## src/rtl/io_hex_display_if.sv

```systemverilog
// Bundle between the CPU output-port bank and the 7-segment display block.
// The master owns the out_port values; the slave owns the hex/status outputs.
interface io_hex_display_if;
    logic [31:0] out_port0;
    logic [31:0] out_port1;
    logic [31:0] out_port2;
    logic [6:0]  hex0;
    logic [6:0]  hex1;
    logic [6:0]  hex2;
    logic [6:0]  hex3;
    logic [6:0]  hex4;
    logic [6:0]  hex5;
    logic        busy;
    logic        frame_done;

    modport master (
        output out_port0, out_port1, out_port2,
        input  hex0, hex1, hex2, hex3, hex4, hex5, busy, frame_done
    );

    modport slave (
        input  out_port0, out_port1, out_port2,
        output hex0, hex1, hex2, hex3, hex4, hex5, busy, frame_done
    );
endinterface

```

## src/rtl/io_hex_display.sv

```systemverilog
// Shows out_port0..2 as two decimal digits each (7-seg, active-low); values >99 show "--". HEX_LZB_EN blanks a leading zero.
// Latency: a port's pair updates BIN_W+2 cycles after its LOAD; a frame is REFRESH_DIV + 3*(BIN_W+2) cycles.
// No backpressure: inputs are sampled only in LOAD, and the display never stalls the CPU.
module io_hex_display #(
    parameter int REFRESH_DIV = 1000,
    parameter int BIN_W       = 7
) (
    input  logic             clock,
    input  logic             resetn,
    io_hex_display_if.slave  io
);

    localparam int WC_W = (REFRESH_DIV > 1) ? $clog2(REFRESH_DIV) : 1;
    localparam int SC_W = (BIN_W > 1) ? $clog2(BIN_W) : 1;
    localparam logic [6:0] SEG_BLANK = 7'h7F;
    localparam logic [6:0] SEG_DASH  = 7'h3F;

    typedef enum logic [1:0] {
        ST_WAIT,
        ST_LOAD,
        ST_SHIFT,
        ST_COMMIT
    } state_t;

    state_t            state_q, state_d;
    logic [WC_W-1:0]   wcnt_q, wcnt_d;
    logic [SC_W-1:0]   scnt_q, scnt_d;
    logic [1:0]        sel_q, sel_d;
    logic [31:0]       shadow_q, shadow_d;
    logic [BIN_W-1:0]  bin_q, bin_d;
    logic [7:0]        bcd_q, bcd_d;
    logic [6:0]        hex_q [0:5];
    logic [6:0]        hex_d [0:5];
    logic              frame_done_q, frame_done_d;

    logic [31:0]       port_sel;
    logic              ovf;
    logic [6:0]        seg_tens, seg_ones;
    logic [7+BIN_W:0]  shv;

    function automatic logic [6:0] seg7(input logic [3:0] d);
        logic [6:0] s;
        case (d)
            4'd0:    s = 7'h40;
            4'd1:    s = 7'h79;
            4'd2:    s = 7'h24;
            4'd3:    s = 7'h30;
            4'd4:    s = 7'h19;
            4'd5:    s = 7'h12;
            4'd6:    s = 7'h02;
            4'd7:    s = 7'h78;
            4'd8:    s = 7'h00;
            4'd9:    s = 7'h10;
            default: s = SEG_BLANK;
        endcase
        return s;
    endfunction

    // Double-dabble correction applied to each BCD nibble before the shift.
    function automatic logic [7:0] dd_adj(input logic [7:0] b);
        logic [7:0] r;
        r = b;
        if (r[3:0] >= 4'd5) r[3:0] = r[3:0] + 4'd3;
        if (r[7:4] >= 4'd5) r[7:4] = r[7:4] + 4'd3;
        return r;
    endfunction

    always_comb begin
        case (sel_q)
            2'd0:    port_sel = io.out_port0;
            2'd1:    port_sel = io.out_port1;
            default: port_sel = io.out_port2;
        endcase
    end

    // Overflow judged on the full 32-bit shadow so upper bits cannot alias into 0..99.
    assign ovf = (shadow_q > 32'd99);
    assign shv = {dd_adj(bcd_q), bin_q} << 1;

    always_comb begin
        seg_ones = seg7(bcd_q[3:0]);
`ifdef HEX_LZB_EN
        seg_tens = (bcd_q[7:4] == 4'd0) ? SEG_BLANK : seg7(bcd_q[7:4]);
`else
        seg_tens = seg7(bcd_q[7:4]);
`endif
        if (ovf) begin
            seg_ones = SEG_DASH;
            seg_tens = SEG_DASH;
        end
    end

    always_comb begin
        state_d      = state_q;
        wcnt_d       = wcnt_q;
        scnt_d       = scnt_q;
        sel_d        = sel_q;
        shadow_d     = shadow_q;
        bin_d        = bin_q;
        bcd_d        = bcd_q;
        hex_d        = hex_q;
        frame_done_d = 1'b0;

        case (state_q)
            ST_WAIT: begin
                if (wcnt_q == WC_W'(REFRESH_DIV - 1)) begin
                    wcnt_d  = '0;
                    sel_d   = 2'd0;
                    state_d = ST_LOAD;
                end else begin
                    wcnt_d = wcnt_q + 1'b1;
                end
            end
            ST_LOAD: begin
                shadow_d = port_sel;
                bin_d    = port_sel[BIN_W-1:0];
                bcd_d    = '0;
                scnt_d   = '0;
                state_d  = ST_SHIFT;
            end
            ST_SHIFT: begin
                bcd_d = shv[7+BIN_W:BIN_W];
                bin_d = shv[BIN_W-1:0];
                if (scnt_q == SC_W'(BIN_W - 1)) begin
                    state_d = ST_COMMIT;
                end else begin
                    scnt_d = scnt_q + 1'b1;
                end
            end
            ST_COMMIT: begin
                case (sel_q)
                    2'd0: begin
                        hex_d[1] = seg_tens;
                        hex_d[0] = seg_ones;
                    end
                    2'd1: begin
                        hex_d[3] = seg_tens;
                        hex_d[2] = seg_ones;
                    end
                    default: begin
                        hex_d[5] = seg_tens;
                        hex_d[4] = seg_ones;
                    end
                endcase
                if (sel_q == 2'd2) begin
                    sel_d        = 2'd0;
                    wcnt_d       = '0;
                    frame_done_d = 1'b1;
                    state_d      = ST_WAIT;
                end else begin
                    sel_d   = sel_q + 2'd1;
                    state_d = ST_LOAD;
                end
            end
            default: state_d = ST_WAIT;
        endcase
    end

    always_ff @(posedge clock or negedge resetn) begin
        if (!resetn) begin
            state_q      <= ST_WAIT;
            wcnt_q       <= '0;
            scnt_q       <= '0;
            sel_q        <= 2'd0;
            shadow_q     <= '0;
            bin_q        <= '0;
            bcd_q        <= '0;
            frame_done_q <= 1'b0;
            for (int i = 0; i < 6; i++) hex_q[i] <= SEG_BLANK;
        end else begin
            state_q      <= state_d;
            wcnt_q       <= wcnt_d;
            scnt_q       <= scnt_d;
            sel_q        <= sel_d;
            shadow_q     <= shadow_d;
            bin_q        <= bin_d;
            bcd_q        <= bcd_d;
            frame_done_q <= frame_done_d;
            for (int i = 0; i < 6; i++) hex_q[i] <= hex_d[i];
        end
    end

    assign io.hex0       = hex_q[0];
    assign io.hex1       = hex_q[1];
    assign io.hex2       = hex_q[2];
    assign io.hex3       = hex_q[3];
    assign io.hex4       = hex_q[4];
    assign io.hex5       = hex_q[5];
    assign io.busy       = (state_q != ST_WAIT);
    assign io.frame_done = frame_done_q;

endmodule

```

## src/flat_wrapper.sv

```systemverilog
// flat-port wrapper written by rule: the top's interface ports become plain ports
module io_hex_display_flat 
#(
    parameter int REFRESH_DIV = 1000,
    parameter int BIN_W       = 7
)
  (clock, resetn, io_out_port0, io_out_port1, io_out_port2, io_hex0, io_hex1, io_hex2, io_hex3, io_hex4, io_hex5, io_busy, io_frame_done);
  io_hex_display_if io_i ();
  input  logic clock;
  input  logic resetn;
  input wire logic [$bits(io_i.out_port0)-1:0] io_out_port0;
  input wire logic [$bits(io_i.out_port1)-1:0] io_out_port1;
  input wire logic [$bits(io_i.out_port2)-1:0] io_out_port2;
  output wire logic [$bits(io_i.hex0)-1:0] io_hex0;
  output wire logic [$bits(io_i.hex1)-1:0] io_hex1;
  output wire logic [$bits(io_i.hex2)-1:0] io_hex2;
  output wire logic [$bits(io_i.hex3)-1:0] io_hex3;
  output wire logic [$bits(io_i.hex4)-1:0] io_hex4;
  output wire logic [$bits(io_i.hex5)-1:0] io_hex5;
  output wire logic [$bits(io_i.busy)-1:0] io_busy;
  output wire logic [$bits(io_i.frame_done)-1:0] io_frame_done;
  assign io_i.out_port0 = io_out_port0;
  assign io_i.out_port1 = io_out_port1;
  assign io_i.out_port2 = io_out_port2;
  assign io_hex0 = io_i.hex0;
  assign io_hex1 = io_i.hex1;
  assign io_hex2 = io_i.hex2;
  assign io_hex3 = io_i.hex3;
  assign io_hex4 = io_i.hex4;
  assign io_hex5 = io_i.hex5;
  assign io_busy = io_i.busy;
  assign io_frame_done = io_i.frame_done;
  io_hex_display #(.REFRESH_DIV(REFRESH_DIV), .BIN_W(BIN_W)) u_core (.clock(clock), .resetn(resetn), .io(io_i));
endmodule
```

## config.mk

```make
export PLATFORM = sky130hd
export DESIGN_NAME = io_hex_display_flat
export DESIGN_NICKNAME = d
export VERILOG_FILES = /design/src/rtl/io_hex_display_if.sv /design/src/rtl/io_hex_display.sv /design/src/flat_wrapper.sv
export SDC_FILE = /design/constraint.sdc
export NUM_CORES = 1
export LEC_CHECK = 0
export CAP_MARGIN = 10
export CORE_UTILIZATION = 51
export CTS_BUF_LIST = sky130_fd_sc_hd__clkbuf_2 sky130_fd_sc_hd__clkbuf_4 sky130_fd_sc_hd__clkbuf_8
export DETAILED_ROUTE_END_ITERATION = 12
export PLACE_DENSITY = 0.84
export SETUP_SLACK_MARGIN = 0.3
export SLEW_MARGIN = 25
export SYNTH_ARGS = -nofsm -noshare
export SYNTH_HDL_FRONTEND = slang
export SYNTH_SLANG_ARGS = --single-unit
```

## constraint.sdc

```tcl
create_clock -name clock -period 2.1 [get_ports clock]
set_clock_uncertainty 0.05 [all_clocks]
set_input_delay 0.21 -clock clock [delete_from_list [all_inputs] [get_ports clock]]
set_output_delay 0.21 -clock clock [all_outputs]
set_load 0.005 [all_outputs]
```

== Word level (Yosys, flattened, before mapping) ==
Memories as Yosys holds them, arrays and structs flattened.
Index checks and enable logic that the tools add are counted.

* Multiplexer cells: 21
* $add $sub $neg: 5
* Reduce and logical (&&, ||, !) cells: 13
* Bitwise logic cells: 1
* Order comparisons: 3
* Equal/unequal tests: 11

{| class="wikitable"
|+ Operators by type and width
! operator !! number
|-
| case mux 32 bit (2 select lines) || 1
|-
| > comparator 32 x 7 -> 1 bit, second input constant || 1
|-
| 2-to-1 mux 10 bit || 2
|-
| case mux 10 bit (2 select lines) || 1
|-
| case mux 8 bit (2 select lines) || 1
|-
| 2-to-1 mux 7 bit || 2
|-
| case mux 7 bit (2 select lines) || 1
|-
| AND reduction 2 bit || 7
|-
| adder 10 x 1 -> 10 bit, second input constant || 1
|-
| == test 10 bit, second input constant || 1
|-
| greater-or-equal comparator 4 x 3 -> 1 bit, second input constant || 2
|-
| 2-to-1 mux 2 bit || 4
|-
| case mux 2 bit (4 select lines) || 1
|-
| == test 2 bit, second input constant || 3
|-
| 2-to-1 mux 3 bit || 2
|-
| inequality test 2 x 1 -> 1 bit, second input constant || 3
|-
| case mux 3 bit (2 select lines) || 1
|-
| nonzero test 2 bit || 3
|-
| adder 4 x 2 -> 4 bit, second input constant || 1
|-
| == test 2 x 1 -> 1 bit, second input constant || 2
|-
| logical NOT 2 bit || 2
|-
| 2-to-1 mux 4 bit || 1
|-
| case mux 2 bit (2 select lines) || 1
|-
| adder 3 x 1 -> 3 bit, second input constant || 1
|-
| other kinds (7) || 9
|}

* Bits in registers: 107
* Bits of input ports: 98
* Memory bits (read-only): 224
* Output and inout bits: 44
* Memories: 2
* Word-level logic and storage cells: 70

{| class="wikitable"
|+ Memories
! memory !! words !! width !! rd ports !! clocked after memory_dff !! write ports !! RTL line !! text
|-
| (name not given) || 16 || 7 || 1 || 0 || 0 || io_hex_display.sv:43 || <nowiki>case (d)</nowiki>
|-
| (name not given) || 16 || 7 || 1 || 0 || 0 || io_hex_display.sv:43 ||
|}

== Depth between registers and ports, before layout ==
Gate-level depths: netlist of the first run.

* Depth after elaboration: 4
* Depth in mapped cells: 8
* Depth with buffers taken out: 7

== Least setup slack after synthesis of the first run ==
OpenSTA, ideal clock, no wires.

* Path type: reg2reg
* Start: register u_core.state_q[0]
* End: register u_core.wcnt_q[8]
* Data arrival time: 1,824 ps
* Data required time: 1,972 ps
* Slack: 148 ps
* Buffers on the path: 1
* Stages on the path, launching flop included: 8
* Clock period less this slack: 1,952 ps
* Path through: dfrtp_1 -> inv_1 -> ha_1 -> nand2b_1 -> and2_1 -> buf_2 -> or4_1 -> a21oi_1

* Longest elaborated chain between the ends: 3
* Elaborated cells between the ends (all ways): 6

{| class="wikitable"
|+ Ends and longest elaborated chain
! element !! RTL line !! text
|-
| from (decl) || io_hex_display.sv:25 || <nowiki>state_t state_q, state_d;</nowiki>
|-
| from (signal assigned) || io_hex_display.sv:171 || <nowiki>state_q <= state_d;</nowiki>
|-
| == test 2 bit / logical NOT 2 bit (equally long branches) || io_hex_display.sv:104 || <nowiki>case (state_q)</nowiki>
|-
| inequality test 2 x 1 -> 1 bit (no line) / nonzero test 2 bit (equally long branches) || -- ||
|-
| AND reduction 2 bit (no line) || -- ||
|-
| to (signal assigned) || io_hex_display.sv:172 || <nowiki>wcnt_q <= wcnt_d;</nowiki>
|-
| to (decl) || io_hex_display.sv:26 || <nowiki>logic [WC_W-1:0] wcnt_q, wcnt_d;</nowiki>
|}

Parallel ways exist; a longest one is shown, timed or not.
A chain may end at the register's enable or synchronous reset.

== Worst setup path in the final report of the first run ==
* Start: register u_core.shadow_q[11]
* End: register u_core.hex_q (netlist bit u_core.io.hex5[6])

* Longest elaborated chain between the ends: 2

{| class="wikitable"
|+ Ends and longest elaborated chain
! element !! RTL line !! text
|-
| from (decl) || io_hex_display.sv:29 || <nowiki>logic [31:0] shadow_q, shadow_d;</nowiki>
|-
| from (signal assigned) || io_hex_display.sv:175 || <nowiki>shadow_q <= shadow_d;</nowiki>
|-
| > comparator 32 x 7 -> 1 bit || io_hex_display.sv:77 || <nowiki>assign ovf = (shadow_q > 32'd99);</nowiki>
|-
| 2-to-1 mux 7 bit || io_hex_display.sv:87 || <nowiki>if (ovf) begin</nowiki>
|-
| to (decl) || io_hex_display.sv:32 || <nowiki>logic [6:0] hex_q [0:5];</nowiki>
|}

No other way between the ends.

==> results.json, run 1 <==
{
  "fmax_mhz": 570,
  "synthMuxAreaShare_pct": 14.5,
  "yosys.area.top_type_share_pct": 28.1,
  "syn_area_per_cell_um2": 10.0,
  "worstMarginPinSlew_ns": 0.511,
  "crit_fanout": 15,
  "synth-xor-area-share_pct": 1.25,
  "die_area_mm2": 0.0114,
  "routedWlPerCell_um": 16.0,
  "grt_pass1_wl_um": 22400,
  "synth.most_common_cell": "dfrtp_1",
  "nets": 817,
  "drt-initial-drc-count": 259,
  "die-height_um": 107,
  "drive_above_1_share_pct": 20.9,
  "yosysWarnings": 0,
  "grt_use_met1_pct": 30.9,
  "syn-num-nets": 674,
  "drc": 0,
  "crit_arrival_ns": 1.97,
  "drtAntennaViolNets": 0,
  "antennaDiodeCount": 0,
  "critPathKind": "register to register",
  "hold_ws_ns": 0.307,
  "gr-max-usage-layer": "met2",
  "cts_max_level": 3,
  "seq_area_frac_synth_pct": 47.8,
  "max-cap-violations": 0,
  "gp_congestion": 0.857,
  "synth_top_area_cell": "dfrtp_1",
  "min_period_ns": 1.75,
  "vias_per_cell": 5.69,
  "clock_latency_ns": 0.36,
  "grt_pass1_vias": 4707,
  "rsz0062_at_grt": "yes",
  "setup_tns_ns": 0,
  "ys_top_cells_by_area": "dfrtp_1, dfstp_2, mux2i_1, mux2_2, o21ai_0",
  "synth_top_family_by_area": "compound AO/OA/AOI/OAI gates",
  "vias": 4799,
  "syn_to_final_growth_pct": 36.0,
  "synth_async_sr_flop_share_pct": 100,
  "maxSlewHeadroom_pct": 65.9,
  "yosys_most_used_dff": "dfrtp_1",
  "synth_common_cells": "dfrtp_1, nand2_1, nor2_1",
  "outcome": "finished, final reports clean",
  "cts_tree": "yes",
  "yosysUniqueCellTypes": 51,
  "num_rows": 37,
  "cp_cell_sequence": "nor4_2 -> nand3_1 -> or2_4 -> o41ai_2",
  "synth_compound_area_share_pct": 16.3,
  "grt_use_met3_pct": 4.44,
  "syn_inst": 559,
  "antenna_found_initial": 0,
  "drt-total-wl_um": 13500,
  "powerDensity_mw_per_mm2": 487,
  "synthAdderAreaFrac_pct": 3.80,
  "cts_buffers": 9,
  "clk_transition_reported_paths_ns": 0.10,
  "critPathSlowestCell": "dfrtp_1",
  "clock-sinks": 105,
  "ctsLongestPathBuffers": 2,
  "grt_usage_pct": 24.7,
  "setup_violations": 0,
  "ir_drop_v": 0.000377,
  "cts_root_buf": "clkbuf_8",
  "synth-simple-area-share_pct": 12.1,
  "io_buffers": 141,
  "dp_hpwl_um": 9950,
  "ys_seq_elements": 105,
  "synth_edf_count": 0,
  "worstHoldPathType": "primary input to async pin",
  "io_pins": 142,
  "power.leakage_nw": 3.03,
  "overflow": 0,
  "startpoint_type": "register",
  "grt_max_degree": 66,
  "critPathMaxStageDelay_ns": 0.40,
  "dr.pass1.iters": 5,
  "start_util_pct": 53.3,
  "finalHoldViolations": 0,
  "endpoint_kind": "register",
  "syn_area_mm2": 0.00560,
  "die_w_um": 107,
  "coreArea_mm2": 0.0105,
  "fin_crit_sh_pct": 83.6,
  "worstPathRequired_ns": 2.32,
  "grt_util_met2_pct": 44.3,
  "final_max_slew_viol_count": 0
}
==> final timing paths <==
| check | startpoint | endpoint | slack (ns) | cells past startpoint |
|---|---|---|---|---|
| min reg2reg | u_core.io.hex1[6]$_DFFE_PN1P_ | u_core.io.hex1[6]$_DFFE_PN1P_ | 0.44 | 2 |
| max | u_core.shadow_q[11]$_DFFE_PN0P_ | u_core.io.hex5[6]$_DFFE_PN1P_ | 0.35 | 4 |
| max reg2reg | u_core.shadow_q[11]$_DFFE_PN0P_ | u_core.io.hex5[6]$_DFFE_PN1P_ | 0.35 | 4 |
| max in group asynchronous | resetn | u_core.shadow_q[26]$_DFFE_PN0P_ | 0.97 | 3 |
| min in group clock | u_core.io.hex1[6]$_DFFE_PN1P_ | u_core.io.hex1[6]$_DFFE_PN1P_ | 0.44 | 2 |
| min | resetn | u_core.shadow_q[29]$_DFFE_PN0P_ | 0.31 | 2 |
==> flip-flops by register name (all words and copies together) (netlist names), 7 cells and up <==
register	flops
u_core.shadow_q	30
u_core.io.hex1	7
u_core.bcd_q	8
u_core.io.hex4	7
u_core.bin_q	7
u_core.io.hex0	7
u_core.io.hex3	7
u_core.io.hex5	7
u_core.wcnt_q	10
u_core.io.hex2	7
==> cell type report <==
type                       count  area (µm²)
clock buffer                  11         145
clock inverter                 5        87.6
fill                         743        2890
inverter                      21        78.8
multi-input combinational    397        2820
sequential                   105        2680
tap                          136         170
timing repair buffer         168        1640
==> logic make-up after synthesis <==
kind of cell	count (synthesis)
compound gates	145
simple gates	150
xor+xnor	8
mux	77
buf+inv	57
fa+ha+maj	17
flops	105
==> critical path: cells and delay by family (launching register included) <==
| family | cells | cell delay [ns] |
|---|---|---|
| and+or+nand+nor | 3 | 0.84 |
| DFF | 1 | 0.40 |
| AOI/OAI and AO/OA | 1 | 0.36 |
==> layout by cell type, fill, tap and decap left out, types with 7 or more instances in the layout <==
cell and instances:
a21oi_1 22, a31oi_1 23, buf_4 25, clkbuf_8 10, clkdlybuf4s50_1 139, dfrtp_1 60, dfstp_2 42, ha_1 14
inv_1 20, mux2_2 33, mux2i_1 44, nand2_1 59, nor2_1 53, o21ai_0 48, o22ai_1 7, o32a_1 11
xnor2_1 8
==> report_power, final <==
group          switching [mW]  total, mW  internal (mW)  leakage [nW]
sequential                  0       2.02           2.02          1.26
clock                   0.694       1.42          0.728         0.115
combinational          0.0843      0.265          0.180          1.66
total                   0.778       3.71           2.93          3.03
==> metal layers <==
layer	share of wire (%)	vias up
met2	53	162
met1	41	2325
li1	-	2289
met3	5.0	23
met4	1.5	0
met5	0	-
==> metrics by stage <==
stage          instance area [µm²]  util, %  total power, mW  worst slack, ns  cells
2_1_floorplan                 5630        -             2.09            0.340    559
3_3_place_gp                  7210     68.6             2.32            0.293    818
3_5_place_dp                  7210     68.6             2.33           0.0591    818
4_1_cts                       7520     71.6             3.73            0.275    839
5_1_grt                       7620     72.5             3.85            0.268    843
6_report                      7620     72.5             3.71            0.345    843
==> repair_timing <==
item / CTS / global route
hold endpoints to repair: 2 / 0
setup buffers: 4 / 4
setup endpoints to repair: 19 / 38
pin swaps: 1 / 1
resized for setup: 7 / 24
hold buffers: 1 / 0
(Power assumes the default switching activity.)
==> inputs of run 2 (changes only) <==
==> constraint.sdc (replaced) <==
create_clock -name clock -period 1.8 [get_ports clock]
set_clock_uncertainty 0.05 [all_clocks]
set_input_delay 0.18 -clock clock [delete_from_list [all_inputs] [get_ports clock]]
set_output_delay 0.18 -clock clock [all_outputs]
set_load 0.005 [all_outputs]
==> results.json, run 2 (synthesis gave the netlist of run 1 again) <==
{
  "worstHoldPathType": "primary input to async pin",
  "drtAntennaViolNets": 0,
  "fmax_mhz": 496,
  "ir_drop_v": 0.000470,
  "power_mw": 4.53,
  "antenna_found_initial": 0,
  "setup_violations": 42,
  "die-height_um": 107,
  "critPathKind": "register to register",
  "clk_transition_reported_paths_ns": 0.11,
  "die_area_mm2": 0.0114,
  "grt_usage_pct": 30.4,
  "crit_start": "u_core.shadow_q[11]$_DFFE_PN0P_",
  "dp_hpwl_um": 10200,
  "io_buffers": 141,
  "final_max_slew_viol_count": 0,
  "num_rows": 37,
  "routedWlPerCell_um": 23.1,
  "grt_max_degree": 65,
  "top_register": "u_core.shadow_q",
  "power.leakage_nw": 3.79,
  "regToRegSetupSlack_ns": -0.22,
  "worstPathRequired_ns": 2.05,
  "fillers": 448,
  "ff2ff_path_depth": 6,
  "ctsLongestPathBuffers": 2,
  "io_pins": 142,
  "worstMarginPinSlew_ns": 0.570,
  "cts_root_buf": "clkbuf_8",
  "largest_reg_flops": 30,
  "fin_ws_ns": -0.217,
  "endpoint_kind": "register",
  "cts_buffers": 9,
  "dr.pass1.iters": 6,
  "drive_above_1_share_pct": 37.8,
  "fin_area_mm2": 0.00903,
  "rsz0062_at_grt": "yes",
  "r2r_end": "u_core.io.hex4[6]$_DFFE_PN1P_",
  "coreArea_mm2": 0.0105,
  "critPathCapture": "u_core.io.hex4[6]$_DFFE_PN1P_",
  "overflow": 0,
  "max-cap-violations": 0,
  "maxSlewHeadroom_pct": 62.0,
  "instances_no_fill": 909,
  "die_w_um": 107,
  "hold_ws_ns": 0.271,
  "vias_per_cell": 6.40,
  "reg.largest.list": "u_core.shadow_q: 30 flops, u_core.wcnt_q: 10 flops, u_core.bcd_q: 8 flops",
  "violations": "negative setup slack",
  "drt-total-wl_um": 21000,
  "antennaDiodeCount": 0,
  "fin_crit_sh_pct": 112,
  "syn_to_final_growth_pct": 61.3,
  "drt-initial-drc-count": 504,
  "gp_congestion": 0.861,
  "drc": 0,
  "setup_tns_ns": -5.35,
  "grt_pass1_vias": 5550,
  "nets": 883,
  "placedCellCount": 826,
  "cts_tree": "yes",
  "powerDensity_mw_per_mm2": 501,
  "cts_max_level": 3,
  "rr_startpoint": "u_core.shadow_q[11]$_DFFE_PN0P_",
  "startpoint_type": "register",
  "clock-sinks": 105,
  "clock_latency_ns": 0.38,
  "crit_arrival_ns": 2.27,
  "grt_pass1_wl_um": 27200,
  "finalHoldViolations": 0,
  "outcome": "finished, violations left",
  "vias": 5815,
  "min_period_ns": 2.02,
  "final_cell_mix": "clkdlybuf4s50_1, buf_4, dfrtp_1",
  "placed_cell_area_mm2": 0.00740,
  "start_util_pct": 53.3,
  "final_common_cell": "clkdlybuf4s50_1",
  "crit_fanout": 27
}
-- run 2: cell types whose count changed in the layout (fill, tap and decap cells not counted), sizes merged --
cell / change
clkdlybuf4s50: -42
clkinvlp: -1
clkbuf: +3
dlymetal6s2s: -1
dlygate4sd2: +42
bufinv: +1
buf: +64
-- run 2: routing by layer --
metal | routed length (µm) | up-vias | part of all wire (%) | track usage, %
met5 | 0 | - | 0 | 0
met4 | 1360 | 0 | 6.5 | 12.0
met3 | 1670 | 132 | 7.9 | 4.32
met2 | 10400 | 451 | 50 | 54.9
met1 | 7510 | 2801 | 36 | 36.3
li1 | - | 2431 | - | -
-- run 2: worst min path at each step --
stage               startpoint                     endpoint  slack (ns)  cells past startpoint
CTS                     resetn  u_core.bin_q[0]$_DFFE_PN0P_        0.29                      2
global placement        resetn  u_core.bin_q[0]$_DFFE_PN0P_        0.14                      1
global route            resetn  u_core.bin_q[0]$_DFFE_PN0P_        0.32                      2
detailed placement      resetn  u_core.bin_q[0]$_DFFE_PN0P_        0.14                      1
finish                  resetn  u_core.bin_q[1]$_DFFE_PN0P_        0.27                      2
floorplan               resetn  u_core.bcd_q[0]$_DFFE_PN0P_       -0.17                      0
-- run 2: layout make-up --
class                   count  area, µm²  share of cell area, %
multi-input cells         397       3480                   38.6
flip-flops and latches    105       2690                   29.8
repair buffers            234       2360                   26.1
well taps                 136        170                   1.88
clock buffers              11        139                   1.54
clock inverters             5        104                   1.15
inverters                  21       86.3                  0.956
-- run 2: critical path, stage by stage, from the launching register on --
cell	delay [ns]
dfrtp_1	0.44
nor4_4	0.35
nand3_1	0.24
buf_4	0.21
nor2_2	0.17
buf_12	0.23
a32o_1	0.23
-- run 2: per-stage QoR --
| step | setup WS, ns | utilization [%] |
|---|---|---|
| after CTS | -0.000168 | 79.6 |
| after detailed placement | -0.0453 | 70.4 |
| after global routing | -0.252 | 86.0 |
| after floorplan | 0.0543 | - |
| final | -0.217 | 86.0 |
| after global placement | 0.0497 | 70.4 |
-- run 2: power breakdown --
part           internal (mW)  switching [mW]  total [mW]
clock                  0.960           0.873        1.83
combinational          0.220           0.115       0.335
sequential              2.36               0        2.36
total                   3.54           0.988        4.53
-- run 2: what timing repair did --
item                       in CTS  in global routing
setup endpoints to repair     114                101
hold endpoints to repair        8                  0
gates resized for setup       146                 97
buffers inserted               34                 22
cloned                          7                  3
pin swaps                      31                 34
hold buffers                    1                  0
==> inputs of run 3 (changes only) <==
--- a/config.mk
+++ b/config.mk
@@ -5,6 +5,7 @@
 export SDC_FILE = /design/constraint.sdc
 export NUM_CORES = 1
 export LEC_CHECK = 0
+export ABC_AREA = 1
 export CAP_MARGIN = 10
 export CORE_UTILIZATION = 51
 export CTS_BUF_LIST = sky130_fd_sc_hd__clkbuf_2 sky130_fd_sc_hd__clkbuf_4 sky130_fd_sc_hd__clkbuf_8
==> results.json, run 3 <==
{
  "fillers": 643,
  "setup_tns_ns": 0,
  "cts_buffers": 9,
  "io_buffers": 141,
  "synth_compound_area_share_pct": 10.8,
  "fin_crit_sh_pct": 93.8,
  "grt_usage_pct": 28.4,
  "antennaDiodeCount": 0,
  "ys_seq_elements": 105,
  "drt-initial-drc-count": 493,
  "yosysUniqueCellTypes": 34,
  "reg.largest.list": "u_core.shadow_q: 30 flops, u_core.wcnt_q: 10 flops, u_core.bcd_q: 8 flops",
  "drtAntennaViolNets": 0,
  "drive_above_1_share_pct": 27.3,
  "antenna_found_initial": 0,
  "synth_edf_count": 0,
  "syn_area_per_cell_um2": 7.68,
  "top_register": "u_core.shadow_q",
  "synth_common_cells": "nand2_1, inv_1, dfrtp_1",
  "cp_cell_sequence": "buf_6 -> ha_4 -> o22ai_4 -> buf_6 -> clkbuf_16 -> nand3_1 -> nand2_1 -> nand2_1 -> nor2_1",
  "critPathTopFamily": "flip-flops",
  "min_period_ns": 1.69,
  "vias": 5985,
  "coreArea_mm2": 0.0105,
  "internal_power_mw": 3.11,
  "combPwrFrac_pct": 7.3,
  "cts_max_level": 3,
  "synth-simple-area-share_pct": 29.0,
  "powerDensity_mw_per_mm2": 497,
  "startpoint_type": "register",
  "p_sw_share_pct": 24.8,
  "gp_congestion": 0.913,
  "critPathMaxStageDelay_ns": 0.44,
  "finalHoldViolations": 0,
  "final_max_slew_viol_count": 0,
  "cts_root_buf": "clkbuf_8",
  "ir_drop_v": 0.000396,
  "synthAdderAreaFrac_pct": 3.81,
  "critPathKind": "register to register",
  "clock_latency_ns": 0.38,
  "syn_inst": 727,
  "power.leakage_nw": 4.22,
  "synthMuxAreaShare_pct": 0,
  "clkPwrFrac_pct": 35.6,
  "routedWlPerCell_um": 17.8,
  "grt_pass1_vias": 5534,
  "cts_tree": "yes",
  "syn_to_final_growth_pct": 49.4,
  "rsz0062_at_grt": "yes",
  "power_frac_seq_pct": 57.1,
  "num_rows": 37,
  "dr.pass1.iters": 6,
  "final_common_cell": "nand2_1",
  "maxSlewHeadroom_pct": 65.6,
  "syn_area_mm2": 0.00558,
  "io_pins": 142,
  "grt_max_degree": 47,
  "yosys.area.top_type_share_pct": 28.3,
  "p_switching_mw": 1.03,
  "drc": 0,
  "yosysWarnings": 0,
  "critPathSlowestCell": "dfrtp_1",
  "yosys_most_used_dff": "dfrtp_1",
  "worstHoldPathType": "primary input to async pin",
  "synth.most_common_cell": "nand2_1",
  "start_util_pct": 53.3,
  "setup_violations": 0,
  "crit_fanout": 5,
  "crit_arrival_ns": 1.96,
  "die_w_um": 107,
  "multiInputGateArea_mm2": 0.00300,
  "fmax_mhz": 592,
  "drt-total-wl_um": 18600,
  "die-height_um": 107,
  "crit_buf_inv": 3,
  "die_area_mm2": 0.0114,
  "outcome": "finished, final reports clean",
  "synth-xor-area-share_pct": 0.628,
  "syn-num-nets": 842,
  "clock-sinks": 105,
  "grt_pass1_wl_um": 25700,
  "endpoint_kind": "register",
  "worstPathRequired_ns": 2.07,
  "dp_hpwl_um": 10600,
  "vias_per_cell": 5.73,
  "clk_transition_reported_paths_ns": 0.11,
  "ctsLongestPathBuffers": 2,
  "synth_async_sr_flop_share_pct": 100,
  "ys_top_cells_by_area": "dfrtp_1, dfstp_2, nand2_1, nand3_1, inv_1",
  "seq_area_frac_synth_pct": 48.0,
  "synth_top_family_by_area": "simple AND/OR/NAND/NOR gates",
  "final-seq-area_mm2": 0.00268,
  "overflow": 0,
  "synth_top_area_cell": "dfrtp_1",
  "final_cell_mix": "nand2_1, clkdlybuf4s50_1, dfrtp_1",
  "worstMarginPinSlew_ns": 0.516,
  "nets": 1019,
  "power_mw": 4.14,
  "largest_reg_flops": 30,
  "max-cap-violations": 0
}
-- run 3: cell count changes after synthesis, sizes merged, moves of 10 or more --
cell	change
buf	+10
a21oi	+13
nand3	+51
o32a	-11
mux2	-33
clkbuf	-15
inv	+52
a31oi	-21
mux2i	-44
nand2	+210
-- run 3: logic make-up after synthesis --
kind of cell               Yosys count
buffers and inverters              104
DFF                                105
xor gates and xnor gates             4
AOI/OAI and AO/OA                  108
adders and majority gates           17
and+or+nand+nor                    389
-- run 3: per-stage QoR --
stage | instances | worst slack (ns) | cell area [µm²] | hold slack (ns) | util [%]
after CTS | 1023 | 0.162 | 7620 | 0.260 | 72.9
final | 1045 | 0.112 | 8340 | 0.239 | 79.7
after floorplan | 727 | 0.306 | 5590 | -0.166 | -
after global placement | 990 | 0.0690 | 7160 | 0.127 | 68.4
after detailed placement | 990 | -0.0618 | 7160 | 0.127 | 68.4
after global routing | 1045 | 0.0329 | 8340 | 0.269 | 79.7
-- run 3: power groups by stage --
stage                     Combinational, mW  Sequential (mW)  Clock [mW]
after floorplan                      0.0219             2.41           0
after global placement                0.287             2.40           0
after detailed placement              0.291             2.40           0
after CTS                             0.294             2.36        1.46
after global routing                  0.325             2.36        1.56
final                                 0.300             2.36        1.48
-- run 3: final cells by class --
type / count / area share, %
clock inverters: 7 / 0.856
repair inverters: 1 / 0.0751
repair buffers: 196 / 23.7
clock buffers: 9 / 1.49
well taps: 136 / 2.04
inverters: 73 / 3.63
multi-input cells: 518 / 36.0
flip-flops and latches: 105 / 32.2
-- run 3: per-layer routing --
layer,vias to the layer above,GRT usage [%],wire [µm]
met3,86,4.68,1170
met5,-,0,0
met4,0,9.88,826
met1,2871,34.6,6740
met2,337,50.7,9830
li1,2691,-,-
-- run 3: final timing paths --
kind | from | endpoint | slack, ns | cells past startpoint
min in group clock | io_out_port1[5] | u_core.shadow_q[5]$_DFFE_PN0P_ | 0.37 | 3
min reg2reg | u_core.io.hex5[4]$_DFFE_PN1P_ | u_core.io.hex5[4]$_DFFE_PN1P_ | 0.42 | 2
min | resetn | u_core.bcd_q[5]$_DFFE_PN0P_ | 0.24 | 2
max | u_core.state_q[1]$_DFFE_PN0P_ | u_core.wcnt_q[6]$_DFFE_PN0P_ | 0.11 | 9
max in group asynchronous | resetn | u_core.io.hex4[1]$_DFFE_PN1P_ | 0.78 | 3
max reg2reg | u_core.state_q[1]$_DFFE_PN0P_ | u_core.wcnt_q[6]$_DFFE_PN0P_ | 0.11 | 9
-- run 3: worst register-to-register path, cell delays in order (launching register included) --
cell,delay [ns]
dfrtp_1,0.44
buf_6,0.16
ha_4,0.18
o22ai_4,0.22
buf_6,0.14
clkbuf_16,0.13
nand3_1,0.07
nand2_1,0.08
nand2_1,0.07
nor2_1,0.09
-- run 3: repair_timing --
item | CTS | global route
cloned | 1 | 5
hold endpoints to repair | 6 | 0
setup buffers | 15 | 17
endpoints found under the setup margin | 142 | 103
resized for setup | 78 | 171
hold buffers | 1 | 0
pin swaps | 4 | 35
